$ cat config.mk
export PLATFORM = sky130hd
export DESIGN_NAME = tdm_mux
export DESIGN_NICKNAME = d
export VERILOG_FILES = /design/src/rtl/tdm_pkg.sv /design/src/rtl/tdm_next_ch.sv /design/src/rtl/tdm_mux.sv
export SDC_FILE = /design/constraint.sdc
export NUM_CORES = 1
export LEC_CHECK = 0
export ABC_CLOCK_PERIOD_IN_PS = 2700
export CAP_MARGIN = 10
export CORE_MARGIN = 1
export CORE_UTILIZATION = 49
export DETAILED_ROUTE_END_ITERATION = 16
export PLACE_DENSITY_LB_ADDON = 0.08
export SYNTH_ARGS = -nofsm -noshare
export SYNTH_HDL_FRONTEND = slang
export SYNTH_HIERARCHICAL = 1
export SYNTH_SLANG_ARGS = --single-unit
$ cat constraint.sdc
create_clock -name clk -period 2.7 [get_ports clk]
set_clock_uncertainty 0.2 [all_clocks]
set_input_delay 0.405 -clock clk [delete_from_list [all_inputs] [get_ports clk]]
set_output_delay 0.405 -clock clk [all_outputs]
set_load 0.03 [all_outputs]
$ cat src/rtl/tdm_pkg.sv
// Shared definitions for the TDM select path: scan state encoding and the
// channel-index width rule used by both this mux and the matching demux.
package tdm_pkg;

    typedef enum logic [1:0] {
        ST_IDLE = 2'd0,
        ST_LOAD = 2'd1,
        ST_SEND = 2'd2
    } tdm_state_e;

    // A lone channel still needs a 1-bit index so the port never collapses to zero width.
    function automatic int sel_width(input int channels);
        return (channels > 1) ? $clog2(channels) : 1;
    endfunction

endpackage

$ cat src/rtl/tdm_next_ch.sv
// Finds the lowest set mask bit above the current index (or from the bottom
// when from_start=1) and reports whether that bit is the highest one set.
module tdm_next_ch
    import tdm_pkg::*;
#(
    parameter int CHANNELS = 8,
    parameter int SEL_W    = sel_width(CHANNELS)
) (
    input  logic [CHANNELS-1:0] mask,
    input  logic [SEL_W-1:0]    cur,
    input  logic                from_start,
    output logic [SEL_W-1:0]    idx,
    output logic                found,
    output logic                last
);

    int nxt_i;

    always_comb begin
        nxt_i = 0;
        found = 1'b0;
        // Descending scan so the lowest qualifying bit is the one that sticks.
        for (int i = CHANNELS - 1; i >= 0; i--) begin
            if (mask[i] && (from_start || (i > int'(cur)))) begin
                nxt_i = i;
                found = 1'b1;
            end
        end
        last = 1'b1;
        for (int i = 0; i < CHANNELS; i++) begin
            if (mask[i] && (i > nxt_i)) begin
                last = 1'b0;
            end
        end
        idx = SEL_W'(nxt_i);
    end

endmodule

$ cat src/rtl/tdm_mux.sv
// Frame-snapshot time-division multiplexer: scans enabled channels in
// ascending order onto one lane under a valid/ready handshake.
module tdm_mux
    import tdm_pkg::*;
#(
    parameter int WIDTH    = 1,
    parameter int CHANNELS = 8,
    parameter int SEL_W    = sel_width(CHANNELS)
) (
    input  logic                      clk,
    input  logic                      rst_n,
    input  logic                      en,
    input  logic [CHANNELS*WIDTH-1:0] in,
    input  logic [CHANNELS-1:0]       ch_mask,
    output logic [WIDTH-1:0]          out_data,
    output logic [SEL_W-1:0]          out_sel,
    output logic                      out_valid,
    input  logic                      out_ready,
    output logic                      frame_start,
    output logic                      frame_end
);

    tdm_state_e                state_q, state_d;
    logic [CHANNELS*WIDTH-1:0] snap_q, snap_d;
    logic [CHANNELS-1:0]       mask_q, mask_d;
    logic [SEL_W-1:0]          sel_q, sel_d;
    logic [WIDTH-1:0]          data_q, data_d;
    logic                      valid_q, valid_d;
    logic                      start_q, start_d;
    logic                      end_q, end_d;

    logic [SEL_W-1:0] first_idx, next_idx;
    logic             first_found, first_last;
    logic             next_found, next_last;

    function automatic logic [WIDTH-1:0] pick(input logic [CHANNELS*WIDTH-1:0] v,
                                              input logic [SEL_W-1:0]          k);
        return v[k*WIDTH +: WIDTH];
    endfunction

    // First channel of a new frame comes from the live mask being latched this cycle.
    tdm_next_ch #(.CHANNELS(CHANNELS), .SEL_W(SEL_W)) u_first (
        .mask       (ch_mask),
        .cur        ('0),
        .from_start (1'b1),
        .idx        (first_idx),
        .found      (first_found),
        .last       (first_last)
    );

    tdm_next_ch #(.CHANNELS(CHANNELS), .SEL_W(SEL_W)) u_next (
        .mask       (mask_q),
        .cur        (sel_q),
        .from_start (1'b0),
        .idx        (next_idx),
        .found      (next_found),
        .last       (next_last)
    );

    always_comb begin
        state_d = state_q;
        snap_d  = snap_q;
        mask_d  = mask_q;
        sel_d   = sel_q;
        data_d  = data_q;
        valid_d = valid_q;
        start_d = start_q;
        end_d   = end_q;

        unique case (state_q)
            ST_IDLE: begin
                valid_d = 1'b0;
                data_d  = '0;
                if (en) begin
                    state_d = ST_LOAD;
                end
            end
            ST_LOAD: begin
                snap_d = in;
                mask_d = ch_mask;
                if (first_found) begin
                    state_d = ST_SEND;
                    sel_d   = first_idx;
                    data_d  = pick(in, first_idx);
                    valid_d = 1'b1;
                    start_d = 1'b1;
                    end_d   = first_last;
                end else begin
                    state_d = en ? ST_LOAD : ST_IDLE;
                end
            end
            ST_SEND: begin
                if (valid_q && out_ready) begin
                    if (next_found) begin
                        sel_d   = next_idx;
                        data_d  = pick(snap_q, next_idx);
                        start_d = 1'b0;
                        end_d   = next_last;
                    end else begin
                        // Last beat accepted: en decides between another frame and rest.
                        state_d = en ? ST_LOAD : ST_IDLE;
                        valid_d = 1'b0;
                        data_d  = '0;
                        start_d = 1'b0;
                        end_d   = 1'b0;
                    end
                end
            end
            default: begin
                state_d = ST_IDLE;
                valid_d = 1'b0;
                data_d  = '0;
                start_d = 1'b0;
                end_d   = 1'b0;
            end
        endcase
    end

    always_ff @(posedge clk) begin
        if (!rst_n) begin
            state_q <= ST_IDLE;
            snap_q  <= '0;
            mask_q  <= '0;
            sel_q   <= '0;
            data_q  <= '0;
            valid_q <= 1'b0;
            start_q <= 1'b0;
            end_q   <= 1'b0;
        end else begin
            state_q <= state_d;
            snap_q  <= snap_d;
            mask_q  <= mask_d;
            sel_q   <= sel_d;
            data_q  <= data_d;
            valid_q <= valid_d;
            start_q <= start_d;
            end_q   <= end_d;
        end
    end

    assign out_data    = data_q;
    assign out_sel     = sel_q;
    assign out_valid   = valid_q;
    assign frame_start = start_q;
    assign frame_end   = end_q;

endmodule

Word-level counts from Yosys, hierarchy flattened
Cells that the tools add are included.
Storage, ports and cells
  register bits after elaboration: 25
  input port bits: 20
  logic and storage cells: 142
Cells by class
  equal/unequal tests: 7
  bitwise logic cells: 1
  shift operators: 2
  reductions and logical operators: 31
  mux-type cells: 70
  order comparisons: 23
Operators with widths (number)
  two-way mux 3 bit: 18
  two-way mux 1 bit: 42
  greater-than comparator 3 bit (first input constant): 12
  logical AND 1 bit: 24
  greater-than comparator 2 x 3 -> 1 bit (first input constant): 6
  indexed part select 8 x 4 -> 1 bit: 2
  greater-than comparator 1 x 3 -> 1 bit (first input constant): 5
  inequality test 2 bit (second input constant): 5
  AND reduction 3 bit: 3
  two-way mux 2 bit: 4
  one-hot mux 1 bit (3 select lines): 2
  one-hot mux 2 bit (3 select lines): 1
  one-hot mux 3 bit (2 select lines): 1
  one-hot mux 1 bit (2 select lines): 2
  AND reduction 4 bit: 1
  equality test 2 x 1 -> 1 bit (second input constant): 1
  equality test 2 bit (second input constant): 1
  logical NOT 2 bit: 1
  AND reduction 2 bit: 1
  nonzero test 2 bit: 1
  inverter 1 bit: 1

Logic depth before layout (Yosys ltp)
  word-level depth: 22
  gate-level depth with buffers: 11
  mapped depth without buffers: 10

Modules after synthesis
The synthesis kept the hierarchy.
Modules (own cells, without submodules)
  tdm_mux: area each 1251.2 um^2, times used 1, sequential area each 500.5 um^2, cells each 129
  tdm_next_ch: area each 325.3 um^2, times used 2, sequential area each 0.0 um^2, cells each 52

Least setup slack after synthesis
OpenSTA, ideal clock, no wires.
  path type: flip-flop to flip-flop
  start: reg sel_q[1] (netlist: out_sel[1])
  end: reg data_q (netlist: out_data)
  slack: -288 ps
  arrival time: 2660 ps
  stages on the path, launching flop included: 10
  setup time: 128 ps
  clock period less this slack: 2988 ps
  path buffers: 1
  path through: dfxtp_1 buf_6 nand3b_1 mux2i_1 a22oi_2 o31ai_1 mux4_2 o21a_1 a41oi_2 o31ai_1
On the way
  word-level cells in the longest chain between the ends: 13
  elaborated cells between the ends (all ways): 32
  those cells by class: order compare (7); shift (1); mux (17); reduce/logical (7)
RTL lines
  start: declaration: line tdm_mux.sv:26  | logic [SEL_W-1:0] sel_q, sel_d;
  start signal: assignment: line tdm_mux.sv:133  | sel_q <= sel_d;
  greater-than comparator 3 bit: line tdm_next_ch.sv:24  | if (mask[i] && (from_start || (i > int'(cur)))) begin
  logical AND 1 bit: line tdm_next_ch.sv:24
  two-way mux 3 bit (6 in a row): line tdm_next_ch.sv:24
  two-way mux 3 bit *: line tdm_next_ch.sv:24
  net next_idx[0]: line tdm_mux.sv:32  | logic [SEL_W-1:0] first_idx, next_idx;
  indexed part select 8 x 4 -> 1 bit *: line tdm_mux.sv:38  | return v[k*WIDTH +: WIDTH];
  two-way mux 1 bit *: line tdm_mux.sv:94  | if (next_found) begin
  two-way mux 1 bit *: line tdm_mux.sv:93  | if (valid_q && out_ready) begin
  one-hot mux 1 bit (2 select lines) *: line tdm_mux.sv:70  | unique case (state_q)
  end signal: assignment: line tdm_mux.sv:134  | data_q <= data_d;
  end: declaration: line tdm_mux.sv:27  | logic [WIDTH-1:0] data_q, data_d;
The timed path passes the listed nets; every way through them passes the cells marked *. The select of a mux whose other input is x is not followed.
A chain may end at the register's enable or synchronous reset.

Worst setup path after layout
  start: reg mask_q[3]
  end: reg data_q (netlist: out_data)
On the way
  word-level cells in the longest chain between the ends: 8
  elaborated cells between the ends (all ways): 11
  those cells by class: shift (1); mux (9); reduce/logical (1)
RTL lines
  start: declaration: line tdm_mux.sv:25  | logic [CHANNELS-1:0] mask_q, mask_d;
  start signal: assignment: line tdm_mux.sv:132  | mask_q <= mask_d;
  logical AND 1 bit: line tdm_next_ch.sv:24
  two-way mux 3 bit (3 in a row): line tdm_next_ch.sv:24
  net next_idx[0]: line tdm_mux.sv:32
  indexed part select 8 x 4 -> 1 bit: line tdm_mux.sv:38
  two-way mux 1 bit: line tdm_mux.sv:94
  two-way mux 1 bit: line tdm_mux.sv:93
  one-hot mux 1 bit (2 select lines): line tdm_mux.sv:70
The timed path passes the listed nets, and every way through them passes these cells. The select of a mux whose other input is x is not followed.

==> impl_metrics.csv <==
group,metric,value,unit
layout,post-route-util,68.4,%
route,final_antenna_net_count,0,
pwr,power.density,774,nW/µm²
grt,grt_pass1_vias,1747,
route,wl_per_cell,12.4,µm
timing,setup_ws,0.137,ns
synth,syn_avg_cell_area,8.16,µm²
clock_tree,numCtsBuffers,3,
clock_tree,cts_sinks,25,
clock_tree,cts_max_path_buffers,2,
route,drc,0,
critical_path,cp_cell_sequence,"inv_1 > a31oi_1 > o21ai_1 > o31ai_4 > mux4_2 > o21a_1 > a41oi_2 > o31ai_1",
placement,dpl.cell_count,352,
timing,min_period,2.56,ns
synth,yosys.cell_types.count,45,
layout,finalNetCount,333,
layout,final_common_cell,"nor2_1",
layout,area_growth,32.7,%
route,dr.pass1.iters,4,
grt,antenna_found_initial,0,
clock_tree,cts-root-buf,"clkbuf_8",
timing,timing.final.crit_share,94.9,%
synth,yosys_warnings,6,
layout,drive_above_1_share,14.6,%
critical_path,startpoint_type,"flop",
clock_tree,cts_tree,"done",
clock_tree,hold_buffers,0,
outcome,status,"finished, final reports clean",
synth,yosysTopAreaCell,"dfxtp_1",
timing,hold_slack,0.292,ns
route,vias_per_cell,5.24,
critical_path,critPathMaxFanout,5,
timing,setup_viol,0,
layout,antenna_cells,0,
floorplanning,start_util,51.6,%
pwr,power.ir.vdd_worst,0.000477,V
grt,grt_pass1_wl,7.85,mm
timing,hold_viol,0,
placement,hpwl,3.57,mm
critical_path,slowest_stage,"mux4_2",
timing,rsz0062_at_grt,"false",
floorplanning,die_area,4130,µm²
grt,grt-ovfl-total,0,
critical_path,crit_type,"reg -> reg",
pwr,power.total,1.95,mW
grt,grt_max_degree,23,
route,wirelength,4.43,mm
layout,n_fill_cell,329,
critical_path,critPathMaxStageDelay,0.57,ns
layout,mostFrequentLayoutCells,"nor2_1, conb_1, mux2i_1",
clock_tree,worstSkewPairLatency,0.27,ns
synth,ys_top_cells_by_area,"dfxtp_1, mux2i_1, nor2_1",
flow_run,cap_violations,0,
critical_path,endpoint_kind,"flop",
synth,synth-edff-count,0,
synth,synth-async-reset-ratio,0,%
layout,layoutNonFillerInstCount,356,
clock_tree,cts_max_level,1,
critical_path,worstPathArrival,2.51,ns
synth,yosysTopAreaCellShare,26.3,%
synth,synthesis.area,1900,µm²
timing,fmax,390,MHz
synth,ys_seq_elements,25,
clock_tree,cts.clk_slew.worst_paths,0.09,ns
floorplanning,ios,27,
placement,port_buffers,26,
floorplanning,fp.dieH,64.3,µm
floorplanning,core,3690,µm²
synth,synthCells,233,
timing,slew_violations,0,
hold_path,hold_class,"reg -> reg",
floorplanning,die_w,64.3,µm
placement,place_congestion,0.890,
synth,ys.flop_type,"dfxtp_1",
route,num_vias,1865,
placement,dp_slack,-0.104,ns
pwr,p_leak,1.03,nW
critical_path,path_delay_family,"compound AO/OA/AOI/OAI gates",
grt,grt_util_all_layers,24.0,%
critical_path,required,2.65,ns
floorplanning,num_rows,22,
synth,seq_area_frac_synth,26.3,%
route,drtIter0Drc,55,
critical_path,path_buf_inv,1,
## registers in the layout, indices dropped and copies added (netlist names)
signal and count:
mask_q 8, frame_start 1, out_sel 3, snap_q 8
out_data 1, frame_end 1, state_q 2, out_valid 1
## cells by family after synthesis
family | Yosys count | share of synthesized area [%]
and+or+nand+nor | 88 | 24.1
AOI/OAI and AO/OA | 63 | 23.9
muxes | 30 | 16.5
DFF | 25 | 26.3
buffers and inverters | 19 | 4.93
adders and majority gates | 6 | 3.82
other | 2 | 0.395
## Yosys cell counts, types with 3 or more instances
| cell | n |
|---|---|
| dfxtp_1 | 25 |
| nor2b_1 | 8 |
| nor3b_1 | 3 |
| a21oi_1 | 12 |
| nand2b_1 | 8 |
| nand3_1 | 9 |
| ha_1 | 4 |
| o21ai_0 | 7 |
| a31oi_1 | 5 |
| o31ai_1 | 5 |
| nor2_1 | 31 |
| inv_1 | 11 |
| o211ai_1 | 3 |
| nand2_1 | 11 |
| mux2i_1 | 28 |
| o22ai_1 | 4 |
| nand3b_1 | 5 |
| buf_2 | 3 |
| o21ai_1 | 4 |
| a211oi_1 | 7 |
| nor4_1 | 4 |
## worst min-delay path: stages, from the launching register on
cell     delay [ns]
dfxtp_1        0.33
mux2i_1        0.06
nor2_1         0.07
## path summary, 6_finish.rpt
check | start | end | slack [ns] | cells past startpoint
setup / recovery | mask_q[3]$_SDFFE_PN0N_ | out_data$_SDFFE_PN0P_ | 0.14 | 8
setup reg to reg | mask_q[3]$_SDFFE_PN0N_ | out_data$_SDFFE_PN0P_ | 0.14 | 8
hold reg to reg | snap_q[2]$_SDFFE_PN0N_ | snap_q[2]$_SDFFE_PN0N_ | 0.29 | 2
hold / removal | snap_q[2]$_SDFFE_PN0N_ | snap_q[2]$_SDFFE_PN0N_ | 0.29 | 2
## metal layers
metal | wire length [µm] | track usage [%]
met1 | 2300 | 32.3
met3 | 91 | 3.93
met4 | 59 | 7.22
met5 | 0 | 0
met2 | 1980 | 38.8
## through the flow
step	TNS [ns]	area [µm²]
after global placement	-0.0299	2480
after CTS	0	2520
final	0	2520
after global routing	0	2520
after detailed placement	-0.104	2480
after floorplan	0	2020
## final cells by class
class	count	area, µm²	area share, %
Inverter	11	41.3	1.64
Sequential cell	25	503	19.9
Tap cell	48	60.1	2.38
Multi-Input combinational cell	217	1430	56.5
Clock buffer	4	45.0	1.78
Timing Repair Buffer	51	448	17.7
## repair_timing
item                       4_1_cts  5_1_grt
setup endpoints to repair        0        2
hold endpoints to repair         0        0
gates resized for setup          0        2
buffers inserted                 0        0
## report_power, final
part | internal [mW] | switching, mW | total, mW | leakage (nW)
Clock | 0.106 | 0.117 | 0.223 | 0.0228
Sequential | 0.466 | 0.111 | 0.577 | 0.205
Combinational | 0.546 | 0.606 | 1.15 | 0.803
Total | 1.12 | 0.835 | 1.95 | 1.03
Note: power is estimated with default switching activity, not from simulation.
